## src/rtl/cpu_types_pkg.sv

```systemverilog
// Shared CPU types: machine word, fetch queue entry and the NOP encoding.
package cpu_types_pkg;
    typedef logic [31:0] word_t;

    typedef struct packed {
        word_t instruction;
        word_t instr_npc;
        logic  branch_taken;
    } fetch_entry_t;

    localparam word_t NOP_INSTR = '0;
endpackage

```

## src/rtl/fetch_prefetch_fifo.sv

```systemverilog
// Synchronous FIFO of fetch entries; flush empties it and overrides push/pop.
module fetch_fifo
    import cpu_types_pkg::*;
#(
    parameter int unsigned DEPTH = 4
) (
    input  logic                     CLK,
    input  logic                     nRST,
    input  logic                     push,
    input  logic                     pop,
    input  logic                     flush,
    input  fetch_entry_t             din,
    output fetch_entry_t             dout,
    output logic                     full,
    output logic                     empty,
    output logic [$clog2(DEPTH):0]   count
);
    localparam int unsigned AW = $clog2(DEPTH);
    localparam int unsigned CW = AW + 1;

    fetch_entry_t  mem [DEPTH];
    logic [AW-1:0] wr_ptr, rd_ptr;
    logic          do_push, do_pop;

    assign full    = (count == CW'(DEPTH));
    assign empty   = (count == '0);
    assign do_push = push && !full && !flush;
    assign do_pop  = pop && !empty && !flush;
    assign dout    = mem[rd_ptr];

    always_ff @(posedge CLK) begin
        if (do_push) mem[wr_ptr] <= din;
    end

    // DEPTH is a power of two, so pointer overflow is the wrap.
    always_ff @(posedge CLK) begin
        if (!nRST || flush) begin
            wr_ptr <= '0;
            rd_ptr <= '0;
            count  <= '0;
        end else begin
            if (do_push) wr_ptr <= wr_ptr + 1'b1;
            if (do_pop)  rd_ptr <= rd_ptr + 1'b1;
            if (do_push && !do_pop)      count <= count + 1'b1;
            else if (do_pop && !do_push) count <= count - 1'b1;
        end
    end
endmodule

```

## src/rtl/fetch_prefetch.sv

```systemverilog
// IF stage with a prefetch queue: fetch runs ahead of decode, redirects flush wrong-path state.
module fetch_prefetch
    import cpu_types_pkg::*;
#(
    parameter word_t       PC_INIT = '0,
    parameter int unsigned QDEPTH  = 4
) (
    input  logic                    CLK,
    input  logic                    nRST,
    input  logic                    en,
    input  logic                    bubble,
    input  logic                    redirect_en,
    input  logic [31:0]             redirect_pc,
    input  logic                    ihit,
    input  logic                    halt,
    input  logic [31:0]             imemload,
    input  logic                    branch_taken,
    output logic                    imemREN,
    output logic [31:0]             imemaddr,
    output logic                    npc_valid,
    output logic [31:0]             npc_default,
    output logic [$clog2(QDEPTH):0] q_count,
    output logic [31:0]             out_instruction,
    output logic [31:0]             out_instr_npc,
    output logic                    out_branch_taken
);
    word_t        fpc;
    fetch_entry_t incoming, head;
    logic         q_full, q_empty;
    logic         push, advance, take_head, bypass;

    assign imemREN     = !halt && !q_full;
    assign imemaddr    = fpc;
    assign npc_default = fpc + 32'd4;
    assign push        = ihit && imemREN && !redirect_en;
    assign npc_valid   = push;
    assign advance     = en && !halt;
    assign incoming    = '{instruction: imemload, instr_npc: npc_default, branch_taken: branch_taken};

    // A push into an empty queue that decode consumes right away skips the queue.
    assign take_head = advance && !redirect_en && !bubble && !q_empty;
    assign bypass    = advance && !bubble && q_empty && push;

    fetch_fifo #(.DEPTH(QDEPTH)) u_fifo (
        .CLK   (CLK),
        .nRST  (nRST),
        .push  (push && !bypass),
        .pop   (take_head),
        .flush (redirect_en),
        .din   (incoming),
        .dout  (head),
        .full  (q_full),
        .empty (q_empty),
        .count (q_count)
    );

    always_ff @(posedge CLK) begin
        if (!nRST) begin
            fpc <= PC_INIT;
        end else if (redirect_en) begin
            fpc <= redirect_pc;
        end else if (push) begin
            fpc <= npc_default;
        end
    end

    always_ff @(posedge CLK) begin
        if (!nRST) begin
            out_instruction  <= NOP_INSTR;
            out_instr_npc    <= '0;
            out_branch_taken <= 1'b0;
        end else if (advance) begin
            if (take_head) begin
                out_instruction  <= head.instruction;
                out_instr_npc    <= head.instr_npc;
                out_branch_taken <= head.branch_taken;
            end else if (bypass) begin
                out_instruction  <= incoming.instruction;
                out_instr_npc    <= incoming.instr_npc;
                out_branch_taken <= incoming.branch_taken;
            end else begin
                out_instruction  <= NOP_INSTR;
                out_instr_npc    <= '0;
                out_branch_taken <= 1'b0;
            end
        end
    end
endmodule

```

## config.mk

```make
export PLATFORM = sky130hd
export DESIGN_NAME = fetch_prefetch
export DESIGN_NICKNAME = d
export VERILOG_FILES = /design/src/rtl/cpu_types_pkg.sv /design/src/rtl/fetch_prefetch_fifo.sv /design/src/rtl/fetch_prefetch.sv
export SDC_FILE = /design/constraint.sdc
export NUM_CORES = 1
export LEC_CHECK = 0
export CAP_MARGIN = 20
export CELL_PAD_IN_SITES_DETAIL_PLACEMENT = 0
export CELL_PAD_IN_SITES_GLOBAL_PLACEMENT = 1
export CORE_MARGIN = 5
export CORE_UTILIZATION = 46
export CTS_BUF_LIST = sky130_fd_sc_hd__clkbuf_4 sky130_fd_sc_hd__clkbuf_8 sky130_fd_sc_hd__clkbuf_16
export CTS_CLUSTER_SIZE = 40
export DETAILED_ROUTE_END_ITERATION = 12
export MAX_ROUTING_LAYER = met4
export PLACE_DENSITY_LB_ADDON = 0.08
export SYNTH_ARGS = -nofsm -noshare
export SYNTH_HDL_FRONTEND = slang
export SYNTH_SLANG_ARGS = --single-unit
```

## constraint.sdc

```tcl
create_clock -name CLK -period 9.7 [get_ports CLK]
set_clock_uncertainty 0.05 [all_clocks]
set_input_delay 1.455 -clock CLK [delete_from_list [all_inputs] [get_ports CLK]]
set_output_delay 1.455 -clock CLK [all_outputs]
set_load 0.02 [all_outputs]
```

==> impl_metrics.csv <==
group,metric,value,unit
logic_synthesis,synth_area_leaders,"edfxtp_1 53%, dfxtp_1 14%, mux4_2 10%",
pwr,comb_power_share,0.062,
logic_synthesis,synth_cells,982,
pwr,p_per_area,188,mW/mm²
drt,drt-initial-drc-count,706,
global_route,antenna_found_initial,0,
pwr,p_total,3.44,mW
critical_path,critical_path.most_common_cell,"clkdlybuf4s50_1",
floorplan,rows,65,
pwr,p_leak,5.87,nW
logic_synthesis,synth_top_area_share,0.532,
critical_path,crit_fanout,11,
logic_synthesis,syn_avg_cell_area,14.9,µm²
logic_synthesis,synthesis.area,0.0147,mm²
sta,setup_ws,4.48,ns
logic_synthesis,synth_seq_cells,366,
drt,dr.pass1.iters,5,
drt,vias,8935,
sta,max_freq,0.192,GHz
critical_path,r2r_slack,6.38,ns
critical_path,cp-end-kind,"output port",
clocking,root_buffer,"clkbuf_16",
worst_hold_path,whs_path_depth,2,
sta,holdWs,0.404,ns
worst_hold_path,holdCritPathClass,"reg2reg",
final_layout,drive_gt1_frac,0.135,
critical_path,worstPathCellList,"clkdlybuf4s50_1, nor2b_1, nand2_1, buf_4, nor2_1, clkdlybuf4s50_1",
clocking,holdBufCountCts,0,
placed_design,dp_cells,1530,
logic_synthesis,ys.flop_type,"edfxtp_1",
floorplan,die-area,0.0356,mm²
logic_synthesis,yosysMostFrequentCell,"edfxtp_1",
floorplan,num_io_pins,206,
clocking,cts_sinks,366,
placed_design,placed_cell_area,0.0170,mm²
sta,min_period_over_period,0.538,
sta,slew_headroom,0.266,
logic_synthesis,yosysSeqAreaShare,0.677,
global_route,gr-usage-met1,0.292,
clocking,clock_latency,0.52,ns
final_layout,nets,1249,
clocking,cts_max_level,2,
logic_synthesis,yosysWarnings,0,
floorplan,start_util,0.465,
global_route,top_usage_layer,"met2",
final_layout,diodes,0,
drt,wl_per_cell,22.5,µm
placed_design,post-dp-hpwl,21800,µm
drt,final_antenna_net_count,0,
sta,finalHoldViolCount,0,
sta,tightest_slew,1.10,ns
critical_path,critPathSlowestCell,"clkdlybuf4s50_1",
drt,drcViolationCount,0,
placed_design,pre_cts_ws,4.49,ns
status,run_status,"complete, no violations",
critical_path,cp.required,8.20,ns
logic_synthesis,syn-num-nets,1061,
sta,final-setup-viol-count,0,
final_layout,final_area,0.0183,mm²
critical_path,rr_startpoint,"u_fifo.count[1]",
global_route,grt.met2_usage,0.329,
flow_run,drv_cap,0,
clocking,cts_setup_buffers,0,
pwr,power_frac_seq,0.500,
floorplan,fp.dieH,189,µm
global_route,grt_util_met3,0.0382,
pwr,p_int,2.70,mW
pwr,irDropWorstVdd,0.129,mV
drt,routed_wl,36200,µm
global_route,grt_pass1_wl,56400,µm
final_layout,final_cells,1604,
clocking,cts_tree,"yes",
final_layout,final_util,0.581,
critical_path,startpoint_type,"primary input",
placed_design,io_buffers,205,
critical_path,r2r-end,"u_fifo.count[2]",
sta,grt_setup_unrepaired,"false",
clocking,cts_buffers,40,
logic_synthesis,async_reset_ff_frac,0,
floorplan,core,0.0316,mm²
drt,vias_per_cell,5.57,
placed_design,gp_congestion,0.816,
pwr,p_sw_frac,0.215,
clocking,cts_resized,0,
critical_path,crit_type,"in2out",
global_route,overflow,0,
logic_synthesis,ys_top_cells_by_count,"260 x edfxtp_1, 106 x dfxtp_1, 84 x nand2_1",
sta,finalSetupTns,0,ns
floorplan,die_width,189,µm
final_layout,areaGrowthSynthToFinish,24.9,%
worst_hold_path,worstHoldStart,"out_instruction[22]",
worst_hold_path,min_to,"out_instruction[22]",
global_route,grt_max_degree,68,
critical_path,crit_path_max_incr_delay,0.66,ns
sta,post-route-min-period,5.22,ns
sta,final_max_slew_viol_count,0,
logic_synthesis,synth_area_leader_cell,"edfxtp_1",
global_route,grt_usage,0.210,
logic_synthesis,synth_edf_count,260,
global_route,grt_pass1_vias,9320,
critical_path,r2r_cells,9,
logic_synthesis,yosys.cell_types.count,52,
clocking,cts.clk_slew.worst_paths,0.06,ns
critical_path,crit_arrival,3.71,ns
pwr,clkPwrFrac,0.438,
clocking,clockBufferDepth,3,
pwr,switching_power,741,µW
-- routing by layer --
| layer | share of wire | vias to the layer above |
|---|---|---|
| met5 | 0 | - |
| met4 | 0.015 | 0 |
| met3 | 0.054 | 42 |
| met2 | 0.47 | 255 |
| met1 | 0.46 | 4488 |
| li1 | - | 4150 |
-- worst max-delay path by stage --
stage | to | slack, ns | depth (start not counted) | start
3_5_place_dp | npc_valid | 4.49 | 6 | halt
2_1_floorplan | u_fifo.mem[0][0] | 5.34 | 5 | halt
5_1_grt | npc_valid | 4.38 | 6 | halt
6_report | npc_valid | 4.48 | 6 | halt
3_3_place_gp | npc_valid | 4.54 | 6 | halt
4_1_cts | npc_valid | 4.49 | 6 | halt
-- layout make-up --
| class | instances | area (µm²) |
|---|---|---|
| fill | 2532 | 13200 |
| sequential | 366 | 9940 |
| multi-input combinational | 525 | 4360 |
| timing repair buffer | 212 | 2100 |
| clock buffer | 59 | 1190 |
| tap | 402 | 503 |
| clock inverter | 15 | 134 |
| inverter | 25 | 93.8 |
-- state kept, by name, summed over array words and instances (netlist names), named ones only --
| signal | cells |
|---|---|
| out_instruction | 32 |
| out_instr_npc | 32 |
| u_fifo.wr_ptr | 2 |
| u_fifo.count | 3 |
| u_fifo.mem | 260 |
| u_fifo.rd_ptr | 2 |
| out_branch_taken | 1 |
| imemaddr | 32 |
-- worst max-delay path: cells and delay by family --
kind	cells	cell delay (ns)
buf+inv	3	1.50
simple gates	3	0.75
-- power groups by stage --
stage	clock network (mW)	registers, mW	logic, mW
floorplan	0	1.76	0.0884
global placement	0	1.75	0.213
detailed placement	0	1.76	0.215
CTS	1.54	1.72	0.216
global route	1.61	1.72	0.229
finish	1.51	1.72	0.213
-- cells in the final DEF (no fill, tap or decap), types with 3 or more instances in the layout --
| cell type | n |
|---|---|
| clkbuf_8 | 5 |
| a21oi_1 | 23 |
| clkbuf_4 | 13 |
| o21ai_1 | 3 |
| and2_1 | 4 |
| a221oi_1 | 5 |
| nand3_1 | 15 |
| inv_1 | 25 |
| and2_4 | 4 |
| a21boi_0 | 17 |
| or3_1 | 4 |
| buf_4 | 7 |
| nor4_1 | 9 |
| mux4_2 | 65 |
| nor2_1 | 23 |
| a22oi_1 | 43 |
| o21ai_0 | 68 |
| a21boi_1 | 6 |
| dfxtp_1 | 104 |
| and4_1 | 7 |
| xor2_1 | 8 |
| ha_1 | 6 |
| nor3_1 | 19 |
| a22o_1 | 14 |
| nand2_1 | 84 |
| edfxtp_1 | 260 |
| clkinv_1 | 3 |
| clkinv_2 | 6 |
| xnor2_1 | 46 |
| nor2b_1 | 7 |
| clkdlybuf4s50_1 | 204 |
| clkbuf_16 | 41 |
| mux2i_1 | 4 |
| and3_1 | 4 |
| nand4_1 | 8 |
-- cells by family (layout without fill, tap and decap cells) --
group,count (synthesis),in the layout,synth area share
buffers and inverters,91,311,0.0271
adders and majority gates,7,7,0.00648
xor gates and xnor gates,54,54,0.0322
muxes,70,70,0.103
AOI/OAI and AO/OA,193,193,0.0851
DFF,366,366,0.677
and+or+nand+nor,201,201,0.0689
No activity file was read; power rests on OpenSTA's default activity.
